[config.mk]
export PLATFORM = sky130hd
export DESIGN_NAME = my_register_universal_flat
export DESIGN_NICKNAME = d
export VERILOG_FILES = /design/src/rtl/my_register_universal_if.sv /design/src/rtl/my_register_universal.sv /design/src/flat_wrapper.sv
export SDC_FILE = /design/constraint.sdc
export NUM_CORES = 1
export LEC_CHECK = 0
export ABC_AREA = 1
export CORE_ASPECT_RATIO = 1.25
export CORE_MARGIN = 3
export CORE_UTILIZATION = 51
export DETAILED_ROUTE_END_ITERATION = 7
export GPL_ROUTABILITY_DRIVEN = 0
export PLACE_DENSITY = 0.87
export SLEW_MARGIN = 20
export SYNTH_ARGS = -nofsm -noshare
export SYNTH_HDL_FRONTEND = slang
export SYNTH_SLANG_ARGS = --single-unit
[constraint.sdc]
create_clock -name clk -period 2.68 [get_ports clk]
set_input_delay 0.402 -clock clk [delete_from_list [all_inputs] [get_ports clk]]
set_output_delay 0.402 -clock clk [all_outputs]
set_load 0.005 [all_outputs]
[src/rtl/my_register_universal_if.sv]
// my_register_universal_if: control, data and status bundle
// for the universal counter/shift register.
interface my_register_universal_if #(
    parameter int WIDTH = 8
);
    logic             ctrl_clr;
    logic             ctrl_load;
    logic             ctrl_shl;
    logic             ctrl_shr;
    logic             ctrl_incr;
    logic             ctrl_decr;
    logic             ctrl_clr_flags;
    logic             serial_in;
    logic [WIDTH-1:0] data_input;
    logic [WIDTH-1:0] data_output;
    logic             serial_out;
    logic             flag_zero;
    logic             flag_limit;
    logic             flag_event;
    logic             flag_overflow_sticky;

    modport master (
        output ctrl_clr, ctrl_load, ctrl_shl, ctrl_shr,
        output ctrl_incr, ctrl_decr, ctrl_clr_flags,
        output serial_in, data_input,
        input  data_output, serial_out, flag_zero,
        input  flag_limit, flag_event, flag_overflow_sticky
    );

    modport slave (
        input  ctrl_clr, ctrl_load, ctrl_shl, ctrl_shr,
        input  ctrl_incr, ctrl_decr, ctrl_clr_flags,
        input  serial_in, data_input,
        output data_output, serial_out, flag_zero,
        output flag_limit, flag_event, flag_overflow_sticky
    );
endinterface

[src/rtl/my_register_universal.sv]
// my_register_universal: load / shift / up-down modulo counter
// with wrap or saturate mode and registered status flags.
module my_register_universal #(
    parameter int WIDTH    = 8,
    parameter int STEP     = 1,
    parameter int LIMIT    = (1 << WIDTH) - 1,
    parameter int SATURATE = 0
) (
    input logic                  clk,
    input logic                  asynch_nreset,
    my_register_universal_if.slave bus
);
    localparam logic [WIDTH-1:0] LIM_W  = WIDTH'(LIMIT);
    localparam logic [WIDTH-1:0] STEP_W = WIDTH'(STEP);
    localparam logic             LIM_Z  = (LIMIT == 0);
    localparam logic             SAT    = (SATURATE != 0);

    logic [WIDTH-1:0] data;
    logic             sout;
    logic             sticky;

    logic [WIDTH-1:0] data_nxt;
    logic             sout_nxt;
    logic             event_nxt;
    logic             sticky_nxt;
    logic [WIDTH:0]   sum;

    assign sum = {1'b0, data} + {1'b0, STEP_W};

    // Next-state selection: clear > load > shift > count > hold.
    always_comb begin
        data_nxt  = data;
        sout_nxt  = sout;
        event_nxt = 1'b0;
        if (bus.ctrl_clr) begin
            data_nxt = '0;
        end else if (bus.ctrl_load) begin
            data_nxt = bus.data_input;
        end else if (bus.ctrl_shl ^ bus.ctrl_shr) begin
            if (bus.ctrl_shl) begin
                data_nxt = {data[WIDTH-2:0], bus.serial_in};
                sout_nxt = data[WIDTH-1];
            end else begin
                data_nxt = {bus.serial_in, data[WIDTH-1:1]};
                sout_nxt = data[0];
            end
        end else if (bus.ctrl_incr ^ bus.ctrl_decr) begin
            if (bus.ctrl_incr) begin
                if (sum <= {1'b0, LIM_W} && data <= LIM_W) begin
                    data_nxt = sum[WIDTH-1:0];
                end else begin
                    event_nxt = 1'b1;
                    data_nxt  = SAT ? LIM_W : '0;
                end
            end else begin
                // A value loaded above the range snaps back to LIMIT.
                if (data > LIM_W) begin
                    data_nxt = LIM_W;
                end else if (data >= STEP_W) begin
                    data_nxt = data - STEP_W;
                end else begin
                    event_nxt = 1'b1;
                    data_nxt  = SAT ? '0 : LIM_W;
                end
            end
        end
        sticky_nxt = event_nxt | (sticky & ~bus.ctrl_clr_flags);
    end

    // State and flags register; flags derive from next-state data.
    always_ff @(posedge clk or negedge asynch_nreset) begin
        if (!asynch_nreset) begin
            data           <= '0;
            sout           <= 1'b0;
            sticky         <= 1'b0;
            bus.flag_zero  <= 1'b1;
            bus.flag_limit <= LIM_Z;
            bus.flag_event <= 1'b0;
        end else begin
            data           <= data_nxt;
            sout           <= sout_nxt;
            sticky         <= sticky_nxt;
            bus.flag_zero  <= (data_nxt == '0);
            bus.flag_limit <= (data_nxt == LIM_W);
            bus.flag_event <= event_nxt;
        end
    end

    assign bus.data_output          = data;
    assign bus.serial_out           = sout;
    assign bus.flag_overflow_sticky = sticky;
endmodule

[src/flat_wrapper.sv]
// flat-port wrapper written by rule: the top's interface ports become plain ports
module my_register_universal_flat 
#(
    parameter int WIDTH    = 8,
    parameter int STEP     = 1,
    parameter int LIMIT    = (1 << WIDTH) - 1,
    parameter int SATURATE = 0
)
  (clk, asynch_nreset, bus_ctrl_clr, bus_ctrl_load, bus_ctrl_shl, bus_ctrl_shr, bus_ctrl_incr, bus_ctrl_decr, bus_ctrl_clr_flags, bus_serial_in, bus_data_input, bus_data_output, bus_serial_out, bus_flag_zero, bus_flag_limit, bus_flag_event, bus_flag_overflow_sticky);
  my_register_universal_if #(.WIDTH(WIDTH)) bus_i ();
  input logic clk;
  input logic asynch_nreset;
  input wire logic [$bits(bus_i.ctrl_clr)-1:0] bus_ctrl_clr;
  input wire logic [$bits(bus_i.ctrl_load)-1:0] bus_ctrl_load;
  input wire logic [$bits(bus_i.ctrl_shl)-1:0] bus_ctrl_shl;
  input wire logic [$bits(bus_i.ctrl_shr)-1:0] bus_ctrl_shr;
  input wire logic [$bits(bus_i.ctrl_incr)-1:0] bus_ctrl_incr;
  input wire logic [$bits(bus_i.ctrl_decr)-1:0] bus_ctrl_decr;
  input wire logic [$bits(bus_i.ctrl_clr_flags)-1:0] bus_ctrl_clr_flags;
  input wire logic [$bits(bus_i.serial_in)-1:0] bus_serial_in;
  input wire logic [$bits(bus_i.data_input)-1:0] bus_data_input;
  output wire logic [$bits(bus_i.data_output)-1:0] bus_data_output;
  output wire logic [$bits(bus_i.serial_out)-1:0] bus_serial_out;
  output wire logic [$bits(bus_i.flag_zero)-1:0] bus_flag_zero;
  output wire logic [$bits(bus_i.flag_limit)-1:0] bus_flag_limit;
  output wire logic [$bits(bus_i.flag_event)-1:0] bus_flag_event;
  output wire logic [$bits(bus_i.flag_overflow_sticky)-1:0] bus_flag_overflow_sticky;
  assign bus_i.ctrl_clr = bus_ctrl_clr;
  assign bus_i.ctrl_load = bus_ctrl_load;
  assign bus_i.ctrl_shl = bus_ctrl_shl;
  assign bus_i.ctrl_shr = bus_ctrl_shr;
  assign bus_i.ctrl_incr = bus_ctrl_incr;
  assign bus_i.ctrl_decr = bus_ctrl_decr;
  assign bus_i.ctrl_clr_flags = bus_ctrl_clr_flags;
  assign bus_i.serial_in = bus_serial_in;
  assign bus_i.data_input = bus_data_input;
  assign bus_data_output = bus_i.data_output;
  assign bus_serial_out = bus_i.serial_out;
  assign bus_flag_zero = bus_i.flag_zero;
  assign bus_flag_limit = bus_i.flag_limit;
  assign bus_flag_event = bus_i.flag_event;
  assign bus_flag_overflow_sticky = bus_i.flag_overflow_sticky;
  my_register_universal #(.WIDTH(WIDTH), .STEP(STEP), .LIMIT(LIMIT), .SATURATE(SATURATE)) u_core (.clk(clk), .asynch_nreset(asynch_nreset), .bus(bus_i));
endmodule
==> flow_summary.yaml <==
run_status:
  outcome: "finished clean"
drt:
  met2RoutedLength_um: 1914
  post_drt_wl_per_cell_um: 12.31
  maxUsedRoutingLayer: "met4"
  wl_met1_um: 1526
  detailroute.wirelength.met3_um: 179
  ratio_of_routed_vias_to_standard_cells: 5.241
  starting_drt_drc_count: 58
  drt_drc_violations_left: 0
  routed_wl_um: 3731
  firstDrtPassIters: 4
  final_antenna_net_count: 0
  via_count: 1588
floorplan:
  die_outline_height_um: 65.26
  core_area_um2: 2552
  initial_utilization: 0.5613
  die_area_um2: 3485
  die_x_um: 53.41
  cell_rows: 20
  io_pins: 31
clocking:
  ctsLongestPathBuffers: 2
  tritoncts: "built"
  clkSlewWorstSetupHoldPaths_ps: 80
  cts-root-buf: "sky130_fd_sc_hd__clkbuf_4"
  hold_buffers: 0
  postCtsSetupRepairBufs: 0
  tritoncts.num_buffers: 3
  insertion_delay_ps: 280
  tritoncts_num_sinks: 13
  h-tree-depth: 1
  cts.repair.resized: 0
sta:
  finalWorstPathRequiredPeriod_ps: 2266
  min_period_over_period: 0.8456
  maxSlewViolCount: 0
  setup_violations: 0
  clock_skew_ps: 3.944
  report.final.hold_viol_count: 0
  max_clock_freq_ghz: 0.4413
  rsz0062_at_grt: "no"
  final.setup.tns_ps: 0
  slew-limit-headroom: 0.6163
  fin_hold_ws_ps: 484.6
  tightest_slew_ps: 573.7
layout:
  layout.cells.most_common_list: "89 x sky130_fd_sc_hd__nand2_1, 31 x sky130_fd_sc_hd__inv_1, 30 x sky130_fd_sc_hd__clkdlybuf4s50_1"
  post-route-util: 0.6907
  layout-area-overhead-vs-synth_pct: 23.06
  most_common_library_cell_in_the_layout_ignoring_fill_and_taps: "sky130_fd_sc_hd__nand2_1"
  post_route_cells_drive_above_1_share: 0.08148
  num_antenna_cells: 0
  design.final.nets: 293
global_routing:
  groute.usage.overall: 0.2386
  global_route.overflow_total: 0
  grt_start_max_net_pins: 14
  grt_pass1_vias: 1555
  antenna_found_initial: 0
  grt_first_pass_wirelength_um: 6375
yosys:
  synth_area_per_inst_um2: 5.994
  synth_cell_type_count: 31
  yosysWarningCount: 0
  synth_seq_area_share: 0.2279
  synth-seq-cells: 13
  synth.cell_area_um2: 1433
  syn-instance-count: 239
  synth_fp_nets: 261
setup_path:
  cpLargestDelayFamily: "simple AND/OR/NAND/NOR gates"
  critPathMostFrequentCell: "sky130_fd_sc_hd__nand2_1"
  crit_path_max_fanout: 7
  worst_reg2reg_endpoint: "u_core.bus.flag_zero"
  slowest_stage_delay_cp_ps: 430
  r2r_setup_slack_ps: 410
  critPathRequiredTime_ps: 2900
  critPathLaunchType: "flop"
  reg2reg_depth: 17
  cp_cell_sequence: "buf_4, ha_1, nand2_1, nand2_1, nor2_1, nand2_1, nor2_1, nand2_2, nand2_1, nand2_1, nand3_1, o21ai_1, nand2_1, nand2_1, nand2_1, nand3_1, nor2_1"
  timing_worst_setup_path_type: "flop to flop"
  arrival_ps: 2480
  reg2reg_from: "u_core.bus.data_output[0]"
  path_buf_inv: 1
  setup.worst_path.end_class: "flop"
  timing.critical_path.slowest_stage_cell: "sky130_fd_sc_hd__dfrtp_1"
power:
  cellLeakagePower_nw: 0.9051
  power_density_nw_per_um2: 359.2
  max-vdd-ir-drop_v: 0.0003793
flow_run:
  max_cap_violations: 0
place:
  port_buffers: 30
  hpwlAfterDp_um: 3075
min_path:
  worst_hold_path_type: "input port to asynchronous set/reset pin"
-- layer usage --
| layer | vias up | GRT usage |
|---|---|---|
| met5 | - | 0 |
| met4 | 0 | 0.1342 |
| met3 | 13 | 0.01587 |
| met2 | 53 | 0.4156 |
| met1 | 697 | 0.2788 |
| li1 | 825 | - |
-- worst max path at each step --
stage | cells past startpoint | to | startpoint
5_1_grt | 19 | u_core.bus.flag_zero | u_core.bus.data_output[0]
6_report | 17 | u_core.bus.flag_zero | u_core.bus.data_output[0]
2_1_floorplan | 20 | u_core.bus.flag_zero | u_core.bus.data_output[0]
3_5_place_dp | 16 | u_core.bus.flag_zero | bus_ctrl_incr
4_1_cts | 17 | u_core.bus.flag_zero | u_core.bus.data_output[0]
3_3_place_gp | 16 | u_core.bus.flag_zero | bus_ctrl_incr
-- synth_stat cells --
cell / count / area (µm²)
sky130_fd_sc_hd__nand2_1: 89 / 334.1
sky130_fd_sc_hd__inv_1: 31 / 116.4
sky130_fd_sc_hd__nor2_1: 29 / 108.9
sky130_fd_sc_hd__nand3_1: 15 / 75.07
sky130_fd_sc_hd__dfrtp_1: 12 / 300.3
sky130_fd_sc_hd__o21ai_0: 10 / 50.05
sky130_fd_sc_hd__a221oi_1: 8 / 70.07
sky130_fd_sc_hd__ha_1: 4 / 50.05
sky130_fd_sc_hd__nor2_2: 4 / 25.02
sky130_fd_sc_hd__a21oi_1: 3 / 15.01
sky130_fd_sc_hd__nand4_1: 3 / 18.77
sky130_fd_sc_hd__xor2_1: 3 / 26.28
sky130_fd_sc_hd__a21oi_2: 2 / 17.52
sky130_fd_sc_hd__buf_4: 2 / 15.01
sky130_fd_sc_hd__buf_6: 2 / 22.52
sky130_fd_sc_hd__clkbuf_8: 2 / 27.53
sky130_fd_sc_hd__inv_2: 2 / 7.510
sky130_fd_sc_hd__nand2_2: 2 / 12.51
sky130_fd_sc_hd__nand3b_1: 2 / 15.01
sky130_fd_sc_hd__o21ai_1: 2 / 10.01
sky130_fd_sc_hd__o31ai_1: 2 / 15.01
sky130_fd_sc_hd__a21boi_2: 1 / 11.26
sky130_fd_sc_hd__a41oi_1: 1 / 8.760
sky130_fd_sc_hd__buf_2: 1 / 5.000
sky130_fd_sc_hd__clkbuf_2: 1 / 5.000
sky130_fd_sc_hd__clkinv_1: 1 / 3.750
sky130_fd_sc_hd__dfstp_2: 1 / 26.28
sky130_fd_sc_hd__nor2_4: 1 / 11.26
sky130_fd_sc_hd__nor4b_2: 1 / 15.01
sky130_fd_sc_hd__o21bai_1: 1 / 7.510
sky130_fd_sc_hd__o22ai_1: 1 / 6.260
-- per-stage QoR --
stage	instances	power, mW	cell area (µm²)	setup slack, ps
2_1_floorplan	239	0.4153	1433	600.6
3_3_place_gp	299	0.5100	1737	238.3
3_5_place_dp	299	0.5144	1737	157.7
4_1_cts	303	0.6347	1763	387.1
5_1_grt	303	0.6810	1763	58.22
6_report	303	0.6333	1763	413.8
-- area by class of cell --
type,instances,area (µm²)
clock buffers,4,26.28
fillers,255,789.5
multi-input cells,184,903.4
flip-flops and latches,13,326.6
well taps,33,41.29
inverters,34,127.6
repair buffers,35,337.8
-- state kept, by name, indices dropped and copies added (netlist names) --
| name | count |
|---|---|
| u_core.bus.flag_zero | 1 |
| u_core.bus.data_output | 8 |
| u_core.bus.flag_overflow_sticky | 1 |
| u_core.bus.serial_out | 1 |
| u_core.bus.flag_event | 1 |
| u_core.bus.flag_limit | 1 |
-- report_power, final --
part / switching [mW] / internal, mW / total, mW
clock: 0.0634 / 0.0578 / 0.121
sequential: 0.0287 / 0.212 / 0.240
combinational: 0.150 / 0.122 / 0.272
total: 0.242 / 0.392 / 0.633
-- kinds of logic after synthesis --
logic type / count (synthesis) / synth area share
AO/OA/AOI/OAI: 31 / 0.1476
XOR/XNOR: 3 / 0.01834
adder cells (fa/ha/maj): 4 / 0.03494
buffers and inverters: 42 / 0.1415
flip-flops: 13 / 0.2280
AND/OR/NAND/NOR: 146 / 0.4297
No activity file was read; power rests on OpenSTA's default activity.
